[src/rtl/sr_driver_pkg.sv]
// Shared definitions for the SR flop driver: FSM state encoding and
// the saturation limit of the mismatch counter.
package sr_driver_pkg;

    // Two-bit state encoding, fixed so that debug probes and waveforms
    // can be decoded without the enum type.
    typedef enum logic [1:0] {
        IDLE  = 2'd0,
        DRIVE = 2'd1,
        WAIT  = 2'd2,
        CHECK = 2'd3
    } state_t;

    // Width of the mismatch counter and the value at which it stops.
    localparam int         ERR_CNT_W   = 8;
    localparam logic [7:0] ERR_CNT_MAX = 8'd255;

    // Width of the feedback latency counter (CHECK_LAT is at most 15).
    localparam int LAT_CNT_W = 4;

    // Set command needed to move the flop from its current state to the
    // requested one. Equal values mean the flop is left alone.
    function automatic logic need_set(input logic target, input logic current);
        return target && !current;
    endfunction

    // Reset command needed to move the flop from its current state to
    // the requested one.
    function automatic logic need_reset(input logic target, input logic current);
        return !target && current;
    endfunction

endpackage

[src/rtl/sr_cmd_check.sv]
// Feedback checker for the SR flop driver. During the CHECK cycle it
// compares the flop's q/qbar against the commanded value and keeps the
// sticky error flag plus a saturating mismatch count.
module sr_cmd_check
    import sr_driver_pkg::*;
(
    input  logic                 clk,
    input  logic                 rst_n,
    input  logic                 check_en,
    input  logic                 tgt_q,
    input  logic                 q_fb,
    input  logic                 qbar_fb,
    input  logic                 clr,
    output logic                 err,
    output logic [ERR_CNT_W-1:0] err_cnt
);

    logic mismatch;

    // A mismatch is either q disagreeing with the command or the two
    // flop outputs not being complementary (e.g. both high).
    always_comb begin
        mismatch = 1'b0;
        if (check_en) begin
            mismatch = (q_fb != tgt_q) || (qbar_fb != ~q_fb);
        end
    end

    // Sticky flag and saturating count; a clear in the same cycle as a
    // mismatch takes priority, so that mismatch is dropped.
    always_ff @(posedge clk or negedge rst_n) begin
        if (!rst_n) begin
            err     <= 1'b0;
            err_cnt <= '0;
        end else if (clr) begin
            err     <= 1'b0;
            err_cnt <= '0;
        end else if (mismatch) begin
            err <= 1'b1;
            if (err_cnt != ERR_CNT_MAX) begin
                err_cnt <= err_cnt + 8'd1;
            end
        end
    end

endmodule

[src/rtl/sr_driver.sv]
// SR flop driver: accepts a requested flop value, pulses set or reset
// for one cycle when the value changes, waits CHECK_LAT cycles for the
// flop to settle, then checks its q/qbar feedback.
module sr_driver
    import sr_driver_pkg::*;
#(
    parameter int CHECK_LAT = 1
) (
    input  logic                 clk,
    input  logic                 rst_n,
    input  logic                 tgt_valid,
    input  logic                 tgt_bit,
    output logic                 tgt_ready,
    output logic                 s,
    output logic                 r,
    input  logic                 q_fb,
    input  logic                 qbar_fb,
    input  logic                 clr,
    output logic                 err,
    output logic [ERR_CNT_W-1:0] err_cnt,
    output logic                 busy
);

    // Value loaded into the wait counter; the WAIT state lasts
    // CHECK_LAT cycles because it exits on the cycle the counter is 0.
    localparam logic [LAT_CNT_W-1:0] LAT_LOAD = LAT_CNT_W'(CHECK_LAT - 1);

    state_t               state;
    state_t               state_next;
    logic [LAT_CNT_W-1:0] wait_cnt;
    logic                 tgt_q;
    logic                 model_q;
    logic                 accept;
    logic                 check_en;

    // Handshake and status decode straight from the state register, so
    // an asynchronous reset raises tgt_ready immediately.
    always_comb begin
        tgt_ready = (state == IDLE);
        busy      = (state != IDLE);
        accept    = tgt_valid && (state == IDLE);
        check_en  = (state == CHECK);
    end

    // State register.
    always_ff @(posedge clk or negedge rst_n) begin
        if (!rst_n) begin
            state <= IDLE;
        end else begin
            state <= state_next;
        end
    end

    // Next-state logic; requests outside IDLE are simply not looked at.
    always_comb begin
        state_next = state;
        unique case (state)
            IDLE:    if (accept) state_next = DRIVE;
            DRIVE:   state_next = WAIT;
            WAIT:    if (wait_cnt == '0) state_next = CHECK;
            CHECK:   state_next = IDLE;
            default: state_next = IDLE;
        endcase
    end

    // Command and bookkeeping registers. s/r are computed at the accepting
    // edge so they are high exactly during DRIVE, and they default to 0
    // every other cycle. model_q follows the command only, never q_fb.
    always_ff @(posedge clk or negedge rst_n) begin
        if (!rst_n) begin
            s        <= 1'b0;
            r        <= 1'b0;
            tgt_q    <= 1'b0;
            model_q  <= 1'b0;
            wait_cnt <= '0;
        end else begin
            s <= 1'b0;
            r <= 1'b0;
            if (accept) begin
                tgt_q <= tgt_bit;
                s     <= need_set(tgt_bit, model_q);
                r     <= need_reset(tgt_bit, model_q);
            end
            if (state == DRIVE) begin
                model_q  <= tgt_q;
                wait_cnt <= LAT_LOAD;
            end
            if ((state == WAIT) && (wait_cnt != '0)) begin
                wait_cnt <= wait_cnt - 1'b1;
            end
        end
    end

    // Feedback comparison and error bookkeeping.
    sr_cmd_check u_check (
        .clk      (clk),
        .rst_n    (rst_n),
        .check_en (check_en),
        .tgt_q    (tgt_q),
        .q_fb     (q_fb),
        .qbar_fb  (qbar_fb),
        .clr      (clr),
        .err      (err),
        .err_cnt  (err_cnt)
    );

endmodule

[config.mk]
export PLATFORM = sky130hd
export DESIGN_NAME = sr_driver
export DESIGN_NICKNAME = d
export VERILOG_FILES = /design/src/rtl/sr_driver_pkg.sv /design/src/rtl/sr_cmd_check.sv /design/src/rtl/sr_driver.sv
export SDC_FILE = /design/constraint.sdc
export NUM_CORES = 1
export LEC_CHECK = 0
export BUFFER_PORTS_ARGS = -buffer_cell sky130_fd_sc_hd__buf_2
export CAP_MARGIN = 30
export CORE_UTILIZATION = 55
export DETAILED_ROUTE_END_ITERATION = 16
export PLACE_DENSITY_LB_ADDON = 0.12
export SETUP_SLACK_MARGIN = 0.02
export SLEW_MARGIN = 30
export SYNTH_ARGS = -nofsm -noshare
export SYNTH_HDL_FRONTEND = slang
export SYNTH_SLANG_ARGS = --single-unit
[constraint.sdc]
create_clock -name clk -period 3.2 [get_ports clk]
set_clock_uncertainty 0.2 [all_clocks]
set_input_delay 0 -clock clk [delete_from_list [all_inputs] [get_ports clk]]
set_output_delay 0 -clock clk [all_outputs]
set_load 0.02 [all_outputs]
==> out/metrics.sh, run 1 <==
STATUS='finished, final reports clean'
POST_CTS.REPAIR.SETUP_BUFFERS=0
CTS.CLK_SLEW.WORST_PATHS_NS=0.11
CTS_BUFFERS=3
CTS.ROOT.BUFFER_CELL='sky130_fd_sc_hd__clkbuf_4'
FINAL_COUNT_OF_NEGATIVE_SETUP_SLACK_ENDPOINTS=0
PERIOD_SHARE_PCT=67.1
FMAX_MHz=465
POWER.SEQUENTIAL.FRACTION_PCT=45.2
SLEW_VIOLATIONS=0
YOSYS_REGISTER_BITS=19
SYNTH.YOSYS.WARNINGS=0
CP-START-KIND='flop'
FINALWIRELENGTH_UM=1880
CTS.SINK_COUNT=19
GATE_COUNT_OF_THE_MAPPED_NETLIST=97
TIMING_WORST_SLEW_PIN_VALUE_NS=0.873
FLOW.AREA_GROWTH_FROM_SYNTHESIS_PCT=20.1
CLOCK_POWER_SHARE_PCT=16.7
SYNTHXORXNORAREAFRAC_PCT=0
CRITICAL_PATH_CLASS='flop to flop'
GRT_MAX_DEGREE=20
DRTANTENNAVIOLNETS=0
FINALCRITICALPERIOD_NS=2.15
CELL_INTERNAL_PWR_mW=0.447
PLACEABLECOREAREA_MM2=0.00171
CTS_TREE='done'
GR-USAGE-ALL-LAYERS_PCT=21.4
MAX_ROOT_SINK_BUFFERS=2
MAX_CAP_VIOLATIONS=0
CTS_RESIZED=0
CTS_HOLD_BUF=6
FIRST_ITER_VIOLATIONS=19
SETUP_SLACK_NS=1.05
DRT_DRC_VIOLATIONS_LEFT=0
NUM_ANTENNA_CELLS=0
NET-SWITCHING-POWER_mW=0.256
FINALSETUPTNS_NS=0
ROUTE.DETAILED.WL_PER_INST_UM=12.6
GRT_PASS1_VIAS=797
NETLIST_AREA_UM2=998
YOSYSUNIQUECELLTYPES=35
POWER_LEAKAGE_nW=0.553
WORST-ENDPOINT-REQUIRED_NS=3.22
FLOORPLAN.DIE.WIDTH_UM=44.6
AREA_FRACTION_IN_COMPOUND_GATES_AFTER_SYNTHESIS_PCT=15.5
REMAINING_GLOBAL_ROUTE_OVERFLOW=0
POST_PLACE_SETUP_SLACK_NS=1.09
FINALNETCOUNT=138
SLEW-LIMIT-HEADROOM_PCT=41.8
SYNTH-ADDER-AREA-SHARE_PCT=7.52
FLOORPLAN.DIE_AREA_MM2=0.00199
MUXSHAREOFSYNTHAREA_PCT=6.52
PORT_BUFFERS=19
INSERTION_DELAY_TO_THE_LATER_SINK_OF_THE_WORST_SKEW_PAIR_NS=0.28
SHARE_OF_CELLS_ABOVE_DRIVE_STRENGTH_1_PCT=25.8
VIAS_PER_CELL=5.55
POWERDENSITY_mW_PER_MM2=586
DETAILED_PLACE.AREA_MM2=0.00112
RSZ0062_AT_GRT='no'
IO_PINS=20
CRIT_PATH_END_KIND='flop'
FLOORPLAN.INITIALDENSITY_PCT=58.5
COMBINATIONAL_FAMILY_WITH_THE_MOST_AREA_AFTER_SYNTHESIS='simple AND/OR/NAND/NOR gates'
CHIPHEIGHT_UM=44.6
CTSHTREEMAXLEVEL=1
FIRST_PASS_GRT_WIRE_LENGTH_UM=3200
GRT_ANTENNA_BEFORE_REPAIR=0
POWER_SWITCHING_SHARE_PCT=36.4
HOLD_PATH_CLASS='input pin to async pin'
FIRSTDRTPASSITERS=4
POSTLAYOUTCELLAREA_MM2=0.00120
REPORT.FINAL.HOLD_VIOL_COUNT=0
AVGSYNTHCELLAREA_UM2=10.3
ROUTED-VIA-COUNT=827
SYNTH.NET_COUNT=110
SYNTH_SEQ_AREA_SHARE_PCT=47.6
GLOBALPLACE.CONGESTION=0.846
SYNTH_SIMPLE_GATE_AREA_SHARE_PCT=19.4
FINAL_CORE_UTILIZATION_PCT=70.2
HPWL_UM=1340
MAX-VDD-IR-DROP_mV=0.435
WORSTPATHARRIVAL_NS=2.16
WORST_HOLD_SLACK_NS=0.0680
FILLERS=123
POWER.SHARE.COMBINATIONAL_PCT=38.1
ROWS=15
CP_MAX_FO=13
power by group through the flow:
stage	Sequential, mW	Clock, mW	Combinational [mW]
finish	0.318	0.117	0.268
global route	0.321	0.131	0.291
CTS	0.317	0.123	0.268
detailed placement	0.322	0	0.261
global placement	0.317	0	0.249
floorplan	0.330	0	0.178
metal layers:
metal | share of wire [%] | up-vias | track usage, %
li1 | - | 411 | -
met1 | 45 | 391 | 27.8
met2 | 51 | 23 | 37.4
met3 | 3.4 | 2 | 2.86
met4 | 0.80 | 0 | 5.45
met5 | 0 | - | 0
layout by cell type (no fill, tap or decap), types with 4 or more instances in the layout:
master	Yosys	routed
sky130_fd_sc_hd__o21ai_0	5	5
sky130_fd_sc_hd__mux2_2	4	4
sky130_fd_sc_hd__dfrtp_1	19	19
sky130_fd_sc_hd__a21oi_1	7	7
sky130_fd_sc_hd__buf_2	0	20
sky130_fd_sc_hd__ha_1	6	6
sky130_fd_sc_hd__nand2_1	8	8
sky130_fd_sc_hd__nor3_1	5	5
sky130_fd_sc_hd__inv_1	7	7
sky130_fd_sc_hd__dlygate4sd3_1	0	5
area by class of cell:
class                      count  area [µm²]  share of cell area [%]
clock buffer                   4        26.3                    2.19
inverter                       7        26.3                    2.19
multi-input combinational     69         489                    40.8
sequential                    19         475                    39.7
tap                           25        31.3                    2.61
timing repair buffer          25         150                    12.5
state kept, by name, indices dropped and copies added (netlist names):
| name | flops |
|---|---|
| r | 1 |
| state | 2 |
| u_check.err_cnt | 8 |
| wait_cnt | 4 |
| model_q | 1 |
| s | 1 |
| tgt_q | 1 |
| u_check.err | 1 |
synthesized netlist by cell type, drive strengths merged:
| master | instances | area share, % |
|---|---|---|
| mux2 | 4 | 4.5 |
| o21ai | 6 | 3.0 |
| or2 | 1 | 0.63 |
| a211oi | 1 | 0.75 |
| mux2i | 2 | 2.0 |
| o221a | 1 | 1.1 |
| or3 | 2 | 1.4 |
| nand4 | 1 | 0.63 |
| o2bb2ai | 1 | 0.88 |
| nand3b | 3 | 2.3 |
| nor2 | 1 | 0.38 |
| and4 | 1 | 1.0 |
| nand2 | 8 | 3.0 |
| dfrtp | 19 | 48 |
| a41oi | 1 | 0.88 |
| a21oi | 7 | 3.5 |
| a31oi | 1 | 0.63 |
| o22a | 1 | 0.88 |
| nor3b | 2 | 1.5 |
| o31ai | 3 | 2.3 |
| o21a | 1 | 0.75 |
| or4 | 2 | 1.6 |
| nand3 | 3 | 2.0 |
| nand2b | 3 | 1.9 |
| o221ai | 1 | 0.88 |
| inv | 7 | 2.6 |
| nor2b | 1 | 0.63 |
| clkbuf | 1 | 0.38 |
| buf | 1 | 0.38 |
| nor3 | 5 | 2.5 |
| ha | 6 | 7.5 |
per-stage QoR:
step | instances | total power, mW
2_1_floorplan | 97 | 0.508
3_3_place_gp | 139 | 0.566
3_5_place_dp | 139 | 0.583
4_1_cts | 149 | 0.708
5_1_grt | 149 | 0.744
6_report | 149 | 0.703
critical path, cell delays in order (launching register included):
cell and delay, ns:
sky130_fd_sc_hd__dfrtp_1 0.41, sky130_fd_sc_hd__ha_1 0.19, sky130_fd_sc_hd__o221ai_1 0.39, sky130_fd_sc_hd__or4_2 0.74, sky130_fd_sc_hd__a21oi_1 0.15
path summary, 6_finish.rpt:
| kind | depth (start not counted) | to | slack, ns | start |
|---|---|---|---|---|
| min | 3 | u_check.err_cnt[6]$_DFFE_PN0P_ | 0.07 | rst_n |
| max in group asynchronous | 3 | u_check.err_cnt[1]$_DFFE_PN0P_ | 2.43 | rst_n |
| max reg2reg | 4 | u_check.err_cnt[3]$_DFFE_PN0P_ | 1.05 | state[0]$_DFFE_PN0P_ |
| min in group clk | 4 | u_check.err_cnt[1]$_DFFE_PN0P_ | 0.09 | qbar_fb |
| min reg2reg | 1 | s$_DFF_PN0_ | 0.27 | model_q$_DFFE_PN0P_ |
| max | 4 | u_check.err_cnt[3]$_DFFE_PN0P_ | 1.05 | state[0]$_DFFE_PN0P_ |
cell families (layout without fill, tap and decap cells):
| logic type | Yosys count | in the layout |
|---|---|---|
| AO/OA/AOI/OAI | 24 | 24 |
| adder cells (fa/ha/maj) | 6 | 6 |
| buffers and inverters | 9 | 36 |
| flip-flops | 19 | 19 |
| multiplexers | 6 | 6 |
| AND/OR/NAND/NOR | 33 | 33 |
No activity file was read; power rests on OpenSTA's default activity.
==> run 2: changes to the inputs <==
Settings changed: ABC_AREA from default to 1, CORE_UTILIZATION 55 to 48.
Clock period 3.2 ns to 1.9 ns, I/O delays scaled along.
==> run 2 against run 1 <==
Compared with the run above:
- critical path depth up 1
- synthesized area grew 7.4%
- sequential power grew 71%
- sequential share of layout area shrank 2.8 points
- global-route usage down 1.0 points
- non-clock buffer count grew 1
- final cell count grew 28%
- setup slack worse by 0.90 ns
- clock power is 71% higher
- via count increased by 17%
==> out/metrics.sh, run 2 <==
SLEW_VIOLATIONS=0
SHARE_OF_CELLS_ABOVE_DRIVE_STRENGTH_1_PCT=22.0
GRT_MAX_DEGREE=20
WORST-ENDPOINT-REQUIRED_NS=1.94
SYNTH.YOSYS.WARNINGS=0
YOSYSUNIQUECELLTYPES=23
POWER_LEAKAGE_nW=0.702
FINALWIRELENGTH_UM=2170
CTS.CLK_SLEW.WORST_PATHS_NS=0.11
RSZ0062_AT_GRT='no'
LARGEST_REGISTER='u_check.err_cnt'
FILLERS=187
REPORT.FINAL.HOLD_VIOL_COUNT=0
FLOW.AREA_GROWTH_FROM_SYNTHESIS_PCT=20.3
STATUS='finished, final reports clean'
YOSYSTOPAREACELLSHARE_PCT=44.3
FINAL_COMMON_CELL='sky130_fd_sc_hd__nand2_1'
TIMING.REG2REG.WORST_PATH_DEPTH=5
DRTANTENNAVIOLNETS=0
CTS.SINK_COUNT=19
CRIT-REG2REG-LAUNCH='state[0]$_DFFE_PN0P_'
TIMING_WORST_SLEW_PIN_VALUE_NS=0.433
SYNTH_SEQ_AREA_SHARE_PCT=44.3
ROWS=16
CP_MAX_FO=4
SETUP_SLACK_NS=0.151
POST-SYNTH-TOP-COUNT-CELL='sky130_fd_sc_hd__nand2_1'
POST_LAYOUT_NONFILLER_INSTANCES=191
NETLIST_AREA_MM2=0.00107
FINALNETCOUNT=178
FLOORPLAN.DIE_AREA_MM2=0.00243
DRT_DRC_VIOLATIONS_LEFT=0
CTS_BUFFERS=3
FINAL_CORE_UTILIZATION_PCT=63.8
FLOORPLAN.DIE.WIDTH_UM=49.3
ASYNC_FLOP_SHARE_PCT=100
SYNTH.NET_COUNT=148
PERIOD_SHARE_PCT=92.1
REPORT.POWER.TOTAL_mW=1.23
SYNTHTOPCELLSBYAREA='sky130_fd_sc_hd__dfrtp_1, sky130_fd_sc_hd__nand3_1, sky130_fd_sc_hd__nand2_1, sky130_fd_sc_hd__ha_1, sky130_fd_sc_hd__inv_1'
MOST_COMMON_FLOP_CELL_MAPPED_BY_YOSYS='sky130_fd_sc_hd__dfrtp_1'
CHIPHEIGHT_UM=49.3
MAX_ROOT_SINK_BUFFERS=2
POWERDENSITY_mW_PER_MM2=955
CRITICAL_PATH_CLASS='flop to flop'
MAX_FFS_PER_REGISTER=8
FIRSTDRTPASSITERS=4
CTS_TREE='done'
GRT_ANTENNA_BEFORE_REPAIR=0
ROUTE.DETAILED.WL_PER_INST_UM=11.4
AVGSYNTHCELLAREA_UM2=7.94
CTSHTREEMAXLEVEL=1
REMAINING_GLOBAL_ROUTE_OVERFLOW=0
CP-START-KIND='flop'
SYNTH.LARGEST_AREA_CELL='sky130_fd_sc_hd__dfrtp_1'
MAX_CAP_VIOLATIONS=0
HPWL_UM=1610
WORST_HOLD_SLACK_NS=0.0384
FINALSETUPTNS_NS=0
FLOORPLAN.INITIALDENSITY_PCT=53.0
INSERTION_DELAY_TO_THE_LATER_SINK_OF_THE_WORST_SKEW_PAIR_NS=0.29
FIRST_ITER_VIOLATIONS=16
SYNTH_EDF_COUNT=0
YOSYS_REGISTER_BITS=19
HOLD_PATH_CLASS='input pin to flop'
FMAX_MHz=572
POST_PLACE_SETUP_SLACK_NS=0.265
MIN_FROM='q_fb'
PLACEABLECOREAREA_MM2=0.00202
GRT_PASS1_VIAS=936
PLACEDCELLCOUNT=180
FIRST_PASS_GRT_WIRE_LENGTH_UM=3700
REG.LARGEST.LIST='u_check.err_cnt: 8 flops, wait_cnt: 4 flops, state: 2 flops'
TOP_LIBRARY_CELLS_BY_USAGE_IN_THE_LAYOUT_FILL_AND_TAPS_ASIDE='sky130_fd_sc_hd__nand2_1, sky130_fd_sc_hd__nand3_1, sky130_fd_sc_hd__buf_2'
ROUTED-VIA-COUNT=970
MAX-VDD-IR-DROP_mV=0.668
POST_CTS.REPAIR.SETUP_BUFFERS=0
FINALCRITICALPERIOD_NS=1.75
GR-USAGE-ALL-LAYERS_PCT=20.3
CTS.ROOT.BUFFER_CELL='sky130_fd_sc_hd__clkbuf_4'
VIAS_PER_CELL=5.08
SYNTH_COMMON_CELLS='sky130_fd_sc_hd__nand2_1, sky130_fd_sc_hd__nand3_1, sky130_fd_sc_hd__dfrtp_1'
POSTLAYOUTCELLAREA_MM2=0.00129
IO_PINS=20
SLEW-LIMIT-HEADROOM_PCT=71.1
PORT_BUFFERS=19
DETAILED_PLACE.AREA_MM2=0.00120
WORSTPATHARRIVAL_NS=1.79
MIN_PATH_CELLS=5
NUM_ANTENNA_CELLS=0
CRIT_PATH_END_KIND='flop'
FINAL_COUNT_OF_NEGATIVE_SETUP_SLACK_ENDPOINTS=0
GLOBALPLACE.CONGESTION=0.833
STARTPOINT='state[0]$_DFFE_PN0P_'
GATE_COUNT_OF_THE_MAPPED_NETLIST=135
[run 2: final cells by class]
type,instances,area (µm²),share of cell area (%)
timing repair buffer,26,160,12.4
sequential,19,475,36.9
clock buffer,4,26.3,2.04
inverter,21,78.8,6.11
multi-input combinational,94,515,40.0
tap,27,33.8,2.62
[run 2: cells by family (layout without fill, tap and decap cells)]
group / Yosys count / count (layout) / synth area share, %
AND/OR/NAND/NOR: 69 / 69 / 30.3
buffers and inverters: 22 / 51 / 7.82
flip-flops: 19 / 19 / 44.3
AO/OA/AOI/OAI: 17 / 17 / 8.87
adder cells (fa/ha/maj): 6 / 6 / 7.00
XOR/XNOR: 2 / 2 / 1.63
[run 2: per-layer routing]
| metal | GRT usage [%] | share of wire (%) | wire, µm |
|---|---|---|---|
| met5 | 0 | 0 | 0 |
| met4 | 11.8 | 1.9 | 42 |
| met3 | 5.30 | 5.8 | 125 |
| met2 | 35.6 | 49 | 1060 |
| met1 | 21.8 | 43 | 939 |
[run 2: timing repair]
item,4_1_cts,5_1_grt
resized for setup,0,1
hold endpoints to repair,29,0
setup endpoints to repair,0,1
hold buffers,7,0
[run 2: worst paths after layout]
check / to / slack, ns
setup / recovery: r$_DFF_PN0_ / 0.15
max in group asynchronous: wait_cnt[3]$_DFFE_PN0P_ / 1.13
setup reg to reg: r$_DFF_PN0_ / 0.15
hold / removal: u_check.err$_DFFE_PN0P_ / 0.04
hold reg to reg: s$_DFF_PN0_ / 0.23
min in group asynchronous: u_check.err_cnt[7]$_DFFE_PN0P_ / 0.06
[run 2: power breakdown]
group	total (mW)	internal [mW]	switching [mW]	leakage (nW)
clock network	0.200	0.0816	0.119	0.0150
registers	0.543	0.476	0.0666	0.257
logic	0.489	0.172	0.317	0.430
[run 2: critical path, cell delays in order, from the launching register on]
cell	delay (ns)
sky130_fd_sc_hd__dfrtp_1	0.42
sky130_fd_sc_hd__inv_1	0.12
sky130_fd_sc_hd__ha_2	0.22
sky130_fd_sc_hd__nand2_1	0.08
sky130_fd_sc_hd__nor3_1	0.11
sky130_fd_sc_hd__dlygate4sd3_1	0.56
==> run 3: changes to the inputs <==
Settings changed: CORE_ASPECT_RATIO from default to 0.75.
==> run 3 against run 2 <==
Compared with the run above:
- maximum frequency decreased by 0.42%
- global-route usage is 0.15 points lower
- non-clock buffer count shrank 1
- flip-flop and latch count unchanged
- setup slack worse by 0.0073 ns
- die area barely moved
- highest routed layer unchanged
==> out/metrics.sh, run 3 (same netlist as run 2, synthesis figures left out) <==
STATUS='finished, final reports clean'
HPWL_UM=1570
REPORT.FINAL.HOLD_VIOL_COUNT=0
LARGEST_REGISTER='u_check.err_cnt'
FINALNETCOUNT=177
MAX_CAP_VIOLATIONS=0
PORT_BUFFERS=19
TOP_LIBRARY_CELLS_BY_USAGE_IN_THE_LAYOUT_FILL_AND_TAPS_ASIDE='sky130_fd_sc_hd__nand2_1, sky130_fd_sc_hd__nand3_1, sky130_fd_sc_hd__buf_2'
CTS_TREE='done'
FINALWIRELENGTH_UM=2140
FLOW.AREA_GROWTH_FROM_SYNTHESIS_PCT=19.0
WORST_HOLD_SLACK_NS=0.0210
MAX_ROOT_SINK_BUFFERS=2
POST_CTS.REPAIR.SETUP_BUFFERS=0
CLOCK_POWER_SHARE_PCT=16.4
FILLERS=179
FINAL_COMMON_CELL='sky130_fd_sc_hd__nand2_1'
REMAINING_GLOBAL_ROUTE_OVERFLOW=0
NUM_ANTENNA_CELLS=0
SLEW_VIOLATIONS=0
CTS.ROOT.BUFFER_CELL='sky130_fd_sc_hd__clkbuf_4'
DRT_DRC_VIOLATIONS_LEFT=0
CPMAXSTAGEDELAYCELL='sky130_fd_sc_hd__dlygate4sd3_1'
DRTANTENNAVIOLNETS=0
FLOORPLAN.DIE_AREA_MM2=0.00243
MAX_FFS_PER_REGISTER=8
PERIOD_SHARE_PCT=92.4
WORST-ENDPOINT-REQUIRED_NS=1.94
POWER_SWITCHING_SHARE_PCT=41.3
GRT_MAX_DEGREE=20
ROWS=14
POWER.SEQUENTIAL.FRACTION_PCT=44.2
GRT_ANTENNA_BEFORE_REPAIR=0
CTS.SINK_COUNT=19
FLOORPLAN.DIE.WIDTH_UM=56.6
CP-START-KIND='flop'
POWERDENSITY_mW_PER_MM2=973
FMAX_MHz=569
POWER.SHARE.COMBINATIONAL_PCT=39.3
FLOORPLAN.INITIALDENSITY_PCT=52.3
WORSTPATHARRIVAL_NS=1.80
GLOBALPLACE.CONGESTION=0.897
FINAL_COUNT_OF_NEGATIVE_SETUP_SLACK_ENDPOINTS=0
IO_PINS=20
SETUP_SLACK_NS=0.144
INSERTION_DELAY_TO_THE_LATER_SINK_OF_THE_WORST_SKEW_PAIR_NS=0.30
REG.LARGEST.LIST='u_check.err_cnt: 8 flops, wait_cnt: 4 flops, state: 2 flops'
FINALCRITICALPERIOD_NS=1.76
CRIT_PATH_END_KIND='flop'
CRITICAL_PATH.TOP_DELAY_FAMILY='buffers and inverters'
SHARE_OF_CELLS_ABOVE_DRIVE_STRENGTH_1_PCT=22.7
POST_PLACE_SETUP_SLACK_NS=0.231
SLEW-LIMIT-HEADROOM_PCT=71.1
FIRST_PASS_GRT_WIRE_LENGTH_UM=3710
POWER_LEAKAGE_nW=0.697
CELL_INTERNAL_PWR_mW=0.729
CTS.CLK_SLEW.WORST_PATHS_NS=0.11
CRITICAL_PATH_CLASS='flop to flop'
VIAS_PER_CELL=5.11
CTSHTREEMAXLEVEL=1
ROUTE.DETAILED.WL_PER_INST_UM=11.5
NET-SWITCHING-POWER_mW=0.513
REPORT.POWER.TOTAL_mW=1.24
FIRST_ITER_VIOLATIONS=30
CHIPHEIGHT_UM=42.9
GR-USAGE-ALL-LAYERS_PCT=20.2
TIMING_WORST_SLEW_PIN_VALUE_NS=0.433
PLACEABLECOREAREA_MM2=0.00205
ROUTED-VIA-COUNT=956
FIRSTDRTPASSITERS=5
CRITICAL_PATH.MAX_STAGE_DELAY_NS=0.56
RSZ0062_AT_GRT='no'
MAX-VDD-IR-DROP_mV=0.608
CP_MAX_FO=4
FINALSETUPTNS_NS=0
HOLD_PATH_CLASS='input pin to flop'
GRT_PASS1_VIAS=871
TIMING.CRITICAL_PATH.CELLS='inv_1 > ha_2 > nand2_1 > nor3_1 > dlygate4sd3_1'
CRIT_BUF_INV=2
CTS_BUFFERS=3
-- run 3: worst paths after layout --
kind	start	endpoint	slack (ns)	cells past startpoint
min reg2reg	model_q$_DFFE_PN0P_	s$_DFF_PN0_	0.24	1
min	q_fb	u_check.err$_DFFE_PN0P_	0.02	5
max	state[1]$_DFFE_PN0P_	r$_DFF_PN0_	0.14	5
max in group asynchronous	rst_n	u_check.err_cnt[1]$_DFFE_PN0P_	1.14	3
max reg2reg	state[1]$_DFFE_PN0P_	r$_DFF_PN0_	0.14	5
min in group asynchronous	rst_n	model_q$_DFFE_PN0P_	0.06	3
-- run 3: metal layers --
layer,global-route usage (%),vias to the layer above,wire length (µm)
met2,30.1,23,873
met3,7.01,2,112
met5,0,-,0
met4,4.39,0,13
met1,28.2,434,1140
li1,-,497,-
-- run 3: metrics by stage --
step                      area (µm²)  utilization, %  std cells
after floorplan                 1070               -        135
after global placement          1190            58.2        177
after detailed placement        1190            58.2        177
after CTS                       1280            62.4        187
after global routing            1280            62.3        187
final                           1280            62.3        187
-- run 3: repair_timing --
action                     in CTS  in global routing
hold buffers                    6                  0
gates resized for setup         0                  2
setup endpoints to repair       0                  1
hold endpoints to repair       28                  0
-- run 3: worst reg2reg max path: cells and delay by family (launching register included) --
family / cells / cell delay (ns)
DFF: 1 / 0.44
and+or+nand+nor: 2 / 0.20
adders and majority gates: 1 / 0.21
buffers and inverters: 2 / 0.66
-- run 3: cell type report --
| class | instances | area [µm²] | share of cell area (%) |
|---|---|---|---|
| multi-input cells | 94 | 515 | 40.4 |
| flip-flops and latches | 19 | 475 | 37.3 |
| repair buffers | 25 | 150 | 11.8 |
| inverters | 21 | 78.8 | 6.18 |
| well taps | 24 | 30.0 | 2.35 |
| clock buffers | 4 | 26.3 | 2.06 |
-- run 3: power by group through the flow --
| stage | Combinational [mW] | Sequential (mW) | Clock (mW) |
|---|---|---|---|
| floorplan | 0.308 | 0.577 | 0 |
| global placement | 0.457 | 0.547 | 0 |
| detailed placement | 0.472 | 0.556 | 0 |
| CTS | 0.487 | 0.547 | 0.216 |
| global route | 0.552 | 0.562 | 0.232 |
| finish | 0.488 | 0.549 | 0.204 |
